`config.mk`:
```
export PLATFORM = sky130hd
export DESIGN_NAME = keypad_bcd_entry
export DESIGN_NICKNAME = d
export VERILOG_FILES = /design/src/rtl/keypad_pkg.sv /design/src/rtl/bcd_entry_reg.sv /design/src/rtl/keypad_bcd_entry.sv
export SDC_FILE = /design/constraint.sdc
export NUM_CORES = 1
export LEC_CHECK = 0
export ABC_CLOCK_PERIOD_IN_PS = 3000
export CAP_MARGIN = 20
export CORE_ASPECT_RATIO = 1.1
export CORE_UTILIZATION = 33
export CTS_CLUSTER_SIZE = 10
export DETAILED_ROUTE_END_ITERATION = 12
export PLACE_DENSITY = 0.57
export SYNTH_ARGS = -nofsm -noshare
export SYNTH_HDL_FRONTEND = slang
export SYNTH_SLANG_ARGS = --single-unit
```
`constraint.sdc`:
```
create_clock -name i_clk -period 3 [get_ports i_clk]
set_input_delay 0.6 -clock i_clk [delete_from_list [all_inputs] [get_ports i_clk]]
set_output_delay 0.6 -clock i_clk [all_outputs]
set_load 0.03 [all_outputs]
```
`src/rtl/keypad_pkg.sv`:
```
// Shared types and constants for the keypad scanner and the BCD entry register.
package keypad_pkg;

  typedef enum logic [1:0] {SCAN, DEBOUNCE, HELD} kp_state_t;

  localparam logic [3:0] KEY_CLR = 4'hA;
  localparam logic [3:0] KEY_BS  = 4'hB;
  localparam logic [3:0] KEY_ENT = 4'hF;

  // Indexed [row][col]; col0 is the column driven by o_col_n[0]
  localparam logic [3:0] KEYMAP [4][4] = '{
    '{4'h1, 4'h2, 4'h3, 4'hA},
    '{4'h4, 4'h5, 4'h6, 4'hB},
    '{4'h7, 4'h8, 4'h9, 4'hC},
    '{4'h0, 4'hF, 4'hE, 4'hD}
  };

  function automatic logic [3:0] col_decode(input logic [1:0] idx);
    col_decode = ~(4'b0001 << idx);
  endfunction

endpackage

```
`src/rtl/bcd_entry_reg.sv`:
```
// Four-digit BCD entry register: decimal keys shift in from the right,
// A clears, B drops the least significant digit, other keys leave it alone.
module bcd_entry_reg
  import keypad_pkg::*;
(
  input  logic       i_clk,
  input  logic       i_rst_n,
  input  logic       i_load,
  input  logic [3:0] i_key,
  output logic [3:0] o_bcd0,
  output logic [3:0] o_bcd1,
  output logic [3:0] o_bcd2,
  output logic [3:0] o_bcd3
);

  always_ff @(posedge i_clk) begin
    if (!i_rst_n) begin
      o_bcd0 <= 4'd0;
      o_bcd1 <= 4'd0;
      o_bcd2 <= 4'd0;
      o_bcd3 <= 4'd0;
    end else if (i_load) begin
      if (i_key <= 4'd9) begin
        o_bcd3 <= o_bcd2;
        o_bcd2 <= o_bcd1;
        o_bcd1 <= o_bcd0;
        o_bcd0 <= i_key;
      end else if (i_key == KEY_CLR) begin
        o_bcd0 <= 4'd0;
        o_bcd1 <= 4'd0;
        o_bcd2 <= 4'd0;
        o_bcd3 <= 4'd0;
      end else if (i_key == KEY_BS) begin
        o_bcd0 <= o_bcd1;
        o_bcd1 <= o_bcd2;
        o_bcd2 <= o_bcd3;
        o_bcd3 <= 4'd0;
      end
    end
  end

endmodule

```
`src/rtl/keypad_bcd_entry.sv`:
```
// 4x4 matrix keypad scanner with debounce, hex decode and a BCD entry register.
// Columns are driven one-hot-low; rows are synchronized and judged once per dwell.
module keypad_bcd_entry
  import keypad_pkg::*;
#(
  parameter int SCAN_DIV     = 50_000,
  parameter int DEBOUNCE_CNT = 8
) (
  input  logic       i_clk,
  input  logic       i_rst_n,
  output logic [3:0] o_col_n,
  input  logic [3:0] i_row_n,
  output logic       o_key_valid,
  output logic [3:0] o_key_code,
  output logic       o_enter,
  output logic [3:0] o_bcd0,
  output logic [3:0] o_bcd1,
  output logic [3:0] o_bcd2,
  output logic [3:0] o_bcd3
);

  localparam int CW = (SCAN_DIV > 1) ? $clog2(SCAN_DIV) : 1;
  localparam int MW = $clog2(DEBOUNCE_CNT + 1);

  logic [3:0]    row_s1, row_s2;
  logic [CW-1:0] dwell_cnt;
  logic          sample_tick;
  kp_state_t     state, state_nxt;
  logic [MW-1:0] match, match_nxt, match_inc;
  logic [MW-1:0] rel, rel_nxt, rel_inc;
  logic [1:0]    col_idx, row_idx, latched_row;
  logic          row_valid, latch_row, advance, accept;
  logic [3:0]    key_nxt;

  assign sample_tick = (dwell_cnt == CW'(SCAN_DIV - 1));
  assign match_inc   = match + 1'b1;
  assign rel_inc     = rel + 1'b1;
  assign key_nxt     = KEYMAP[row_idx][col_idx];

  // Zero or several low rows (chords, ghosting) are treated as no key
  always_comb begin
    row_valid = 1'b1;
    row_idx   = 2'd0;
    case (row_s2)
      4'b1110: row_idx = 2'd0;
      4'b1101: row_idx = 2'd1;
      4'b1011: row_idx = 2'd2;
      4'b0111: row_idx = 2'd3;
      default: row_valid = 1'b0;
    endcase
  end

  always_comb begin
    state_nxt = state;
    match_nxt = match;
    rel_nxt   = rel;
    latch_row = 1'b0;
    advance   = 1'b0;
    accept    = 1'b0;
    case (state)
      SCAN: begin
        if (sample_tick) begin
          if (row_valid) begin
            latch_row = 1'b1;
            if (DEBOUNCE_CNT == 1) begin
              accept    = 1'b1;
              state_nxt = HELD;
              match_nxt = '0;
            end else begin
              state_nxt = DEBOUNCE;
              match_nxt = MW'(1);
            end
          end else begin
            advance = 1'b1;
          end
        end
      end
      DEBOUNCE: begin
        if (sample_tick) begin
          if (row_valid && (row_idx == latched_row)) begin
            if (match_inc == MW'(DEBOUNCE_CNT)) begin
              accept    = 1'b1;
              state_nxt = HELD;
              match_nxt = '0;
            end else begin
              match_nxt = match_inc;
            end
          end else begin
            state_nxt = SCAN;
            match_nxt = '0;
            advance   = 1'b1;
          end
        end
      end
      HELD: begin
        // Release must be seen as consecutive all-high samples; any low restarts it
        if (sample_tick) begin
          if (row_s2 == 4'hF) begin
            if (rel_inc == MW'(DEBOUNCE_CNT)) begin
              state_nxt = SCAN;
              rel_nxt   = '0;
              advance   = 1'b1;
            end else begin
              rel_nxt = rel_inc;
            end
          end else begin
            rel_nxt = '0;
          end
        end
      end
      default: state_nxt = SCAN;
    endcase
  end

  always_ff @(posedge i_clk) begin
    if (!i_rst_n) begin
      row_s1      <= 4'hF;
      row_s2      <= 4'hF;
      dwell_cnt   <= '0;
      state       <= SCAN;
      match       <= '0;
      rel         <= '0;
      latched_row <= 2'd0;
      col_idx     <= 2'd0;
      o_col_n     <= 4'b1110;
      o_key_valid <= 1'b0;
      o_key_code  <= 4'd0;
      o_enter     <= 1'b0;
    end else begin
      row_s1      <= i_row_n;
      row_s2      <= row_s1;
      dwell_cnt   <= sample_tick ? '0 : dwell_cnt + 1'b1;
      state       <= state_nxt;
      match       <= match_nxt;
      rel         <= rel_nxt;
      o_key_valid <= accept;
      o_enter     <= accept && (key_nxt == KEY_ENT);
      if (latch_row) latched_row <= row_idx;
      if (accept) o_key_code <= key_nxt;
      if (advance) begin
        col_idx <= col_idx + 2'd1;
        o_col_n <= col_decode(col_idx + 2'd1);
      end
    end
  end

  bcd_entry_reg u_entry (
    .i_clk   (i_clk),
    .i_rst_n (i_rst_n),
    .i_load  (accept),
    .i_key   (key_nxt),
    .o_bcd0  (o_bcd0),
    .o_bcd1  (o_bcd1),
    .o_bcd2  (o_bcd2),
    .o_bcd3  (o_bcd3)
  );

endmodule

```
==> metrics <==
row cnt=38; DR iter-0 viols=54; final core occ=40.3%; Final Hold Viols=0; Pwr Density=443 mW/mm^2; post-DR vias/cell=about 5.2; count of different cell masters after synthesis=66; final total power=about 1800 uW; Setup crit end kind=flip-flop; crit path kind=reg -> reg; Worst EP arrival=~3100 ps; Initial Utilization=33.7%; synthesized net count=roughly 400; Layout Nets=431; Max Buffers Root-to-Sink=2; DR vias=approximately 2800; antenna violations before repair=0; clk_skew=15.4 ps; WL per Instance=approximately 15 microns; reg2reg end=u_entry.o_bcd0[1]; die height=about 110 microns; GP Congestion=around 0.86; CP startpoint kind=flip-flop; actual slew at the worst max-slew pin=between 600 and 700 ps; Worst EP required=between 3000 and 4000 ps; Total Die Area=approximately 0.010 sq mm; Die Span X=about 98 microns; Tot GR Track Use=15.8%; CTS tree=yes; Syn. warnings=0; register area share after synthesis=roughly 39%; Worst Hold End=row_s2[2]; DRT Pass-1 Iters=4; CP max-delay cell=dfxtp_1; cts repair resizes=0; Slew Viols, Final=0; post-synth top area share=38.6%; Skew-Pair Late Insertion Delay=350 ps; RSZ-0062 raised after global routing=no; largest net degree at the start of global routing=34; Area Overhead vs Synth=19.6%; vias in the first global route=2788; R2R Setup Slk=210 ps; setup tns final=0 ps; Cells after Synth=between 300 and 400; I/O Pins=32; leakage power=between 0.001 and 0.0015 uW; Clock Sinks=64; Slew headroom=56.2%; peak supply drop=between 0.15 and 0.2 mV; flop and latch count out of synthesis=64; post-CTS setup buffers=0; layout cells sized above 1=9.86%; Antenna diodes=0; Mapped Area=0.00332 sq mm; Synth Flop Type=dfxtp_1; hold_sp=row_s1[2]; total core area=around 0.0098 sq mm; Clock Pin Slew Worst Setup and Hold Paths=80 ps; EDFF count, synth=0; PortBufs=31; Final min period=around 2800 ps; Antenna Violating Nets Remaining=0; CTS Buf Count=9; Max Cap Viol=0; WL final=7790 microns; DRC Markers=0; Hold Path Stages=1; gr ovfl total=0; Worst Hold Class=reg -> reg; CP max stage delay=between 500 and 600 ps; final setup vio count=0; Hold WS=slightly above 400 ps; syn_area_per_cell=8.72 sq um; Async SR Flop Fraction=0%; fmax=approximately 360 MHz; R2R depth=10; RR Startpoint=row_s2[3]; area leader, netlist=dfxtp_1; H-tree depth=3; Post-CTS Hold Buffers=0; HPWL Detailed=around 5400 microns; synth top area cells=dfxtp_1, ha_1, nor2_1, nand2_1, xor2_1; critical-path maximum fanout=11; global-route wire length before repair=13000 microns; fin crit share=a little over 90%; root buffer cell=clkbuf_8; outcome=complete, no violations; crit-path cells=xor2_1 > and3_1 > inv_1 > ha_1 > nor2b_1 > nand3_1 > a21oi_1 > buf_4 > or3b_2 > a311oi_1
stage by stage:
| stage | setup WS, ps | std cells | area [sq um] |
|---|---|---|---|
| after floorplan | 583 | 381 | 3320 |
| after global placement | 377 | 520 | 3750 |
| after detailed placement | 281 | 520 | 3750 |
| after CTS | 218 | 536 | 3970 |
| after global routing | 41.3 | 536 | 3970 |
| final | 210 | 536 | 3970 |
how the worst max path moves through the flow:
| stage | endpoint | start | slack [ps] | cells after the start |
|---|---|---|---|---|
| 2_1_floorplan | u_entry.o_bcd0[1] | row_s2[3] | 580 | 10 |
| 3_3_place_gp | u_entry.o_bcd0[1] | row_s2[3] | 380 | 10 |
| 3_5_place_dp | u_entry.o_bcd0[1] | row_s2[3] | 280 | 10 |
| 4_1_cts | u_entry.o_bcd0[1] | row_s2[3] | 220 | 10 |
| 5_1_grt | u_entry.o_bcd0[1] | row_s2[3] | 40 | 10 |
| 6_report | u_entry.o_bcd0[1] | row_s2[3] | 210 | 10 |
registers in the layout (all words and copies together), names as in the netlist, 4 cells and up:
| name | count |
|---|---|
| dwell_cnt | 16 |
| u_entry.o_bcd3 | 4 |
| u_entry.o_bcd2 | 4 |
| o_col_n | 4 |
| u_entry.o_bcd1 | 4 |
| row_s2 | 4 |
| match | 4 |
| u_entry.o_bcd0 | 4 |
| row_s1 | 4 |
| rel | 4 |
| o_key_code | 4 |
area by class of cell:
type	count	area [sq um]
timing repair buffer	38	363
clock buffer	12	165
inverter	15	56.3
multi-input combinational	283	1900
fill	953	5870
clock inverter	4	51.3
sequential	64	1280
tap	120	150
cells by family (layout without fill, tap and decap cells):
kind of cell / after synthesis / in the layout / synth area share, %
fa+ha+maj: 15 / 15 / 5.58
flops: 64 / 64 / 38.6
buf+inv: 34 / 69 / 4.11
xor+xnor: 21 / 21 / 5.54
mux: 7 / 7 / 2.49
compound gates: 80 / 80 / 16.4
simple gates: 160 / 160 / 27.3
cells in the final DEF (no fill, tap or decap), types with 3 or more instances in the layout:
cell type	Yosys	final
clkdlybuf4s50_1	0	31
ha_1	14	14
a311oi_1	3	3
or3_1	3	3
nand4_1	6	6
dfxtp_1	64	64
o22ai_1	19	19
and3b_1	3	3
nor2b_1	11	11
and4_1	6	6
nand2b_1	10	10
xnor2_1	7	7
xor2_1	14	14
a21oi_1	15	15
and2_2	3	3
inv_1	14	14
nand2_1	33	33
mux2i_1	6	6
and3_1	9	9
clkbuf_8	0	12
o211ai_1	3	3
o21ai_0	17	17
nand3_1	14	14
nor2_1	37	37
buf_4	0	7
cells in the mapped netlist, types with 3 or more instances:
cell type,count
a21oi_1,15
a311oi_1,3
and2_2,3
and3_1,9
and3b_1,3
and4_1,6
buf_2,7
clkbuf_1,12
dfxtp_1,64
ha_1,14
inv_1,14
mux2i_1,6
nand2_1,33
nand2b_1,10
nand3_1,14
nand4_1,6
nor2_1,37
nor2b_1,11
o211ai_1,3
o21ai_0,17
o22ai_1,19
or3_1,3
xnor2_1,7
xor2_1,14
routing by layer:
layer	up-vias	global-route usage [%]	routed length (microns)
li1	1417	-	-
met1	1313	18.1	3550
met2	53	26.6	3660
met3	18	4.63	303
met4	0	8.44	274
met5	-	0	0
where the power goes:
| part | internal (uW) | switching (uW) | total (uW) |
|---|---|---|---|
| Clock | 452 | 350 | 802 |
| Sequential | 857 | 7.58 | 865 |
| Combinational | 36.3 | 55.0 | 91.2 |
| Total | 1350 | 413 | 1760 |
critical path, delay by kind of cell (launching register included):
kind / cells / cell delay, ps
xor gates and xnor gates: 1 / 220
buffers and inverters: 2 / 290
and+or+nand+nor: 4 / 990
DFF: 1 / 530
adders and majority gates: 1 / 350
AOI/OAI and AO/OA: 2 / 320
No activity file was read; power rests on OpenSTA's default activity.
